$ cat src/rtl/hilo_mult_ctrl.sv
// HI/LO sequencer around an external unsigned multiplier: MULT/MULTU/MTHI/MTLO,
// sign correction for signed products, and MFHI/MFLO stalling while a product is pending.
module hilo_mult_ctrl #(
  parameter int W           = 32,
  parameter int MUL_LATENCY = 1
) (
  input  logic           clk,
  input  logic           reset,
  input  logic           op_valid,
  input  logic [2:0]     op_code,
  input  logic [W-1:0]   rs_val,
  input  logic [W-1:0]   rt_val,
  output logic           op_ready,
  output logic           busy,
  output logic           done,
  input  logic           mf_req,
  output logic           mf_stall,
  output logic           mul_rst,
  output logic [W-1:0]   mul_a,
  output logic [W-1:0]   mul_b,
  input  logic [2*W-1:0] mul_z,
  output logic [W-1:0]   hi,
  output logic [W-1:0]   lo
);

  typedef enum logic [1:0] {
    S_IDLE,
    S_WAIT,
    S_WB
  } state_t;

  localparam logic [2:0] OP_MULTU = 3'b000;
  localparam logic [2:0] OP_MULT  = 3'b001;
  localparam logic [2:0] OP_MTHI  = 3'b010;
  localparam logic [2:0] OP_MTLO  = 3'b011;
  localparam logic [3:0] LAT      = 4'(MUL_LATENCY);

  state_t         state;
  logic [3:0]     cnt;
  logic           neg;
  logic [2*W-1:0] prod;

  // Magnitude of a two's-complement value; the most negative value maps onto itself,
  // which read unsigned is exactly its magnitude.
  function automatic logic [W-1:0] magnitude(input logic [W-1:0] v);
    return v[W-1] ? (~v + W'(1)) : v;
  endfunction

  assign prod     = neg ? (~mul_z + (2*W)'(1)) : mul_z;
  assign op_ready = (state == S_IDLE) & reset;
  assign busy     = (state != S_IDLE);
  assign mf_stall = mf_req & busy;
  assign mul_rst  = ~reset;

  always_ff @(posedge clk) begin
    if (!reset) begin
      state <= S_IDLE;
      cnt   <= '0;
      neg   <= 1'b0;
      mul_a <= '0;
      mul_b <= '0;
      hi    <= '0;
      lo    <= '0;
      done  <= 1'b0;
    end else begin
      done <= 1'b0;
      unique case (state)
        S_IDLE: begin
          if (op_valid && op_ready) begin
            unique case (op_code)
              OP_MULTU: begin
                mul_a <= rs_val;
                mul_b <= rt_val;
                neg   <= 1'b0;
                cnt   <= LAT;
                state <= S_WAIT;
              end
              OP_MULT: begin
                mul_a <= magnitude(rs_val);
                mul_b <= magnitude(rt_val);
                neg   <= rs_val[W-1] ^ rt_val[W-1];
                cnt   <= LAT;
                state <= S_WAIT;
              end
              OP_MTHI: hi <= rs_val;
              OP_MTLO: lo <= rs_val;
              default: ;
            endcase
          end
        end
        S_WAIT: begin
          cnt <= cnt - 4'd1;
          if (cnt == 4'd1) state <= S_WB;
        end
        S_WB: begin
          hi    <= prod[2*W-1:W];
          lo    <= prod[W-1:0];
          done  <= 1'b1;
          state <= S_IDLE;
        end
        default: state <= S_IDLE;
      endcase
    end
  end

endmodule

$ cat config.mk
export PLATFORM = sky130hd
export DESIGN_NAME = hilo_mult_ctrl
export DESIGN_NICKNAME = d
export VERILOG_FILES = /design/src/rtl/hilo_mult_ctrl.sv
export SDC_FILE = /design/constraint.sdc
export NUM_CORES = 1
export LEC_CHECK = 0
export CORE_UTILIZATION = 43
export DETAILED_ROUTE_END_ITERATION = 8
export PLACE_DENSITY = 0.86
export SLEW_MARGIN = 20
export SYNTH_ARGS = -nofsm -noshare
export SYNTH_HDL_FRONTEND = slang
export SYNTH_SLANG_ARGS = --single-unit
export TNS_END_PERCENT = 20
$ cat constraint.sdc
create_clock -name clk -period 2.65 [get_ports clk]
set_input_delay 0.3975 -clock clk [delete_from_list [all_inputs] [get_ports clk]]
set_output_delay 0.3975 -clock clk [all_outputs]
set_load 0.01 [all_outputs]
==> results by group <==
Run status
  • Run status: finished clean

Timing
  • Slack of the critical path: 9.176 ps
  • Peak Freq: 378.7 MHz
  • Endpoints failing setup: 0
  • Setup clock skew after layout: 8.884 ps
  • Worst Tran Pin Value: 763.3 ps
  • RSZ-0062 raised after global routing: true
  • Final number of max-transition violations: 0
  • Slew HR: 48.64%
  • Number of hold-slack violations in the final timing report: 0
  • Min Tclk post-route: 2641 ps
  • Part of the cycle the worst path needs: 99.65%
  • Post-Route Hold Slack: 401.2 ps

GRT
  • Largest net degree at the start of global routing: 73
  • Total grt overflow: 0
  • Wire length of the first global-routing pass: 53740 µm
  • Via count of the first global-routing pass: 9915
  • Total Routing Usage GR: 35.23%
  • Initial antenna violation count: 0

Yosys
  • Synth top area share: 33.06%
  • Instance count of the mapped netlist: 1065
  • Part of the Yosys area used for sequential elements: 33.06%
  • Most instantiated library cell after synthesis: dfxtp_1
  • Distinct cells, synth: 71
  • Cell area after technology mapping: 8234 µm²
  • Warning count from the yosys run: 0
  • Mean cell area of the mapped netlist: 7.732 µm²
  • Share of synthesized flip-flops with an asynchronous set or reset: 0%
  • Synth Register Bits: 136
  • Post-synth EDFFs: 0
  • Most frequent cells after synthesis: dfxtp_1 (136), o21ai_0 (116), nor2_1 (99)
  • Largest cells by area after synthesis: dfxtp_1 (33%), o21ai_0 (7.1%), xor2_1 (5.9%), nor2_1 (4.5%), nand3_1 (4.4%)
  • Cell type with the highest aggregate area in the netlist: dfxtp_1
  • Net count of the mapped netlist: 1205
  • Leading register cell type out of synthesis: dfxtp_1

Finish
  • Area of the multi-input gates: 5229 µm²
  • Sequential cell area: 2724 µm²
  • Utilization after layout: 69.49%
  • Proportion of layout cells with a drive suffix above 1: 17.53%
  • # nets final: 1593
  • Area overhead of the layout relative to synthesis: 58.38%
  • Final-layout fill cell count: 1452

Detailed routing
  • Number of DRC violations after detailed routing: 0
  • Ratio of routed vias to standard cells: 6.076
  • Remaining antenna violation count: 0
  • First-pass DRT Iterations: 5
  • Total number of vias: 10336
  • Total wirelength of the detailed-routed design: 35260 µm
  • Avg WL per Cell: 20.73 µm
  • Drt first-iter violations: 1136

Critical path
  • Arrival @ worst endpoint: 2950 ps
  • Worst-path maximum fanout: 5
  • Worst setup EP type: flop
  • Termination of the worst setup path: hi[9]
  • Crit start category: input port
  • R2R setup slack: 410 ps
  • Launching instance or port of the critical path: mul_z[0]
  • Startpoint of the lowest-slack register-to-register path: state[0]
  • Data required time of the critical path: 2960 ps
  • Endpoint of the worst register-to-register path: hi[26]
  • Critical path start-end classification: in2reg
  • Reg2reg path depth: 6

Clock tree
  • Clock root buffer master: clkbuf_16
  • CTS tree: yes
  • Num CTS Buffers: 17
  • Clock latency reported for the late side of the worst-skew pair: 420 ps
  • Number of hold buffers added after CTS: 0
  • Clock tree sinks: 136
  • Clock transition at the register clock pins on the worst setup and hold paths after CTS: 60 ps
  • Maximum clock path buffer count: 2
  • Maximum level of the CTS H-tree: 4

Floorplanning
  • Die Area: 19710 µm²
  • Initial standard-cell utilization of the core: 43.87%
  • Chip height: 140.4 µm
  • Num rows: 50
  • I/O pin count: 268
  • Die Width: 140.4 µm
  • Std-Cell Core Area: 18770 µm²

Power
  • Leakage power: 4.651 nW
  • Clock share of power: 44.1%
  • Maximum vdd drop: 0.0003512 V
  • Fraction of power consumed by sequential logic: 37.3%
  • Proportion of power drawn by combinational gates: 18.6%
  • Overall power after layout: 5.776 mW
  • Internal Pwr Total: 4.279 mW
  • Cell area power density: 442.9 nW/µm²
  • Switching power of the nets: 1.497 mW
  • Sw Share: 25.92%

Placed design
  • Global placer's final weighted congestion: 0.9770
  • Placed wire-length estimate: 26720 µm
  • Total of buffers placed on input and output ports: 267
  • Pre-CTS worst setup slack: -495.8 ps

Flow run
  • MaxCap Viol Count: 0

Worst hold path
  • Class of the tightest hold or removal check: in2reg
  • Beginning of the worst hold path: reset
[layout by cell type (no fill, tap or decap), types with 17 or more instances in the layout]
cell type and instances:
nand3_1 73, dfxtp_1 135, o31ai_1 23, nor2_1 99, o21ai_0 114, inv_1 18
clkbuf_16 17, xnor2_1 39, nor4_1 19, clkdlybuf4s50_1 266, o41ai_1 18, buf_4 179
xor2_1 55, nor3_1 31, a21oi_1 56, nand2_1 69, or3_1 22, a211oi_1 19
[through the flow]
stage / area [µm²] / setup TNS [ps] / cells
after detailed placement: 12340 / -12560 / 1668
after floorplan: 8234 / 0 / 1065
final: 13040 / 0 / 1701
after CTS: 12990 / 0 / 1700
after global placement: 12340 / -9310 / 1668
after global routing: 13040 / -169.0 / 1700
[sequential cells by signal, summed over array words and instances, names as in the netlist]
register / cells
hi: 32
mul_b: 32
cnt: 4
done: 1
state: 2
neg: 1
lo: 32
mul_a: 32
[how the worst min path moves through the flow]
stage / endpoint / slack (ps) / cells after the start
after floorplan: lo[15] / 480 / 2
after global placement: mul_b[21] / 430 / 2
after detailed placement: mul_b[26] / 440 / 2
after CTS: lo[1] / 380 / 3
after global routing: lo[1] / 420 / 3
final: lo[1] / 400 / 3
[critical path, cell delays in order]
cell	delay, ps
clkdlybuf4s50_1	470
or4_4	560
or2_4	270
or4_1	580
or3_1	390
o311a_1	290
[metal layers]
layer	vias to the layer above	GRT usage (%)	share of wire [%]
li1	4739	-	-
met1	4722	43.08	39
met2	716	56.26	44
met3	159	9.880	12
met4	0	18.51	5.0
met5	-	0	0
[kinds of logic (layout without fill, tap and decap cells)]
family | after synthesis | in the layout | share of synthesized area [%]
other cells | 0 | 1 | 0
flops | 136 | 136 | 33.06
xor+xnor | 94 | 94 | 9.998
compound gates | 319 | 319 | 25.30
simple gates | 397 | 397 | 24.49
buf+inv | 100 | 501 | 4.650
mux | 14 | 14 | 1.732
fa+ha+maj | 5 | 5 | 0.7598
[repair_timing]
item,in CTS,in global routing
endpoints found under the setup margin,2,13
setup buffers,0,0
gates resized for setup,3,11
[area by class of cell]
cell class / count / share of cell area, %
Timing Repair Buffer: 450 / 31.37
Clock buffer: 20 / 3.502
Clock inverter: 12 / 1.334
Multi-Input combinational cell: 829 / 40.09
Sequential cell: 136 / 20.89
Antenna cell: 1 / 0.01919
Tap cell: 234 / 2.245
Inverter: 19 / 0.5469
[power by group through the flow]
stage,clock network [mW],logic (mW),registers (mW)
finish,2.55,1.07,2.15
detailed placement,0,1.04,2.20
global placement,0,1.02,2.19
global route,2.65,1.13,2.16
floorplan,0,0.319,2.21
CTS,2.55,1.05,2.15
No activity file was read; power rests on OpenSTA's default activity.
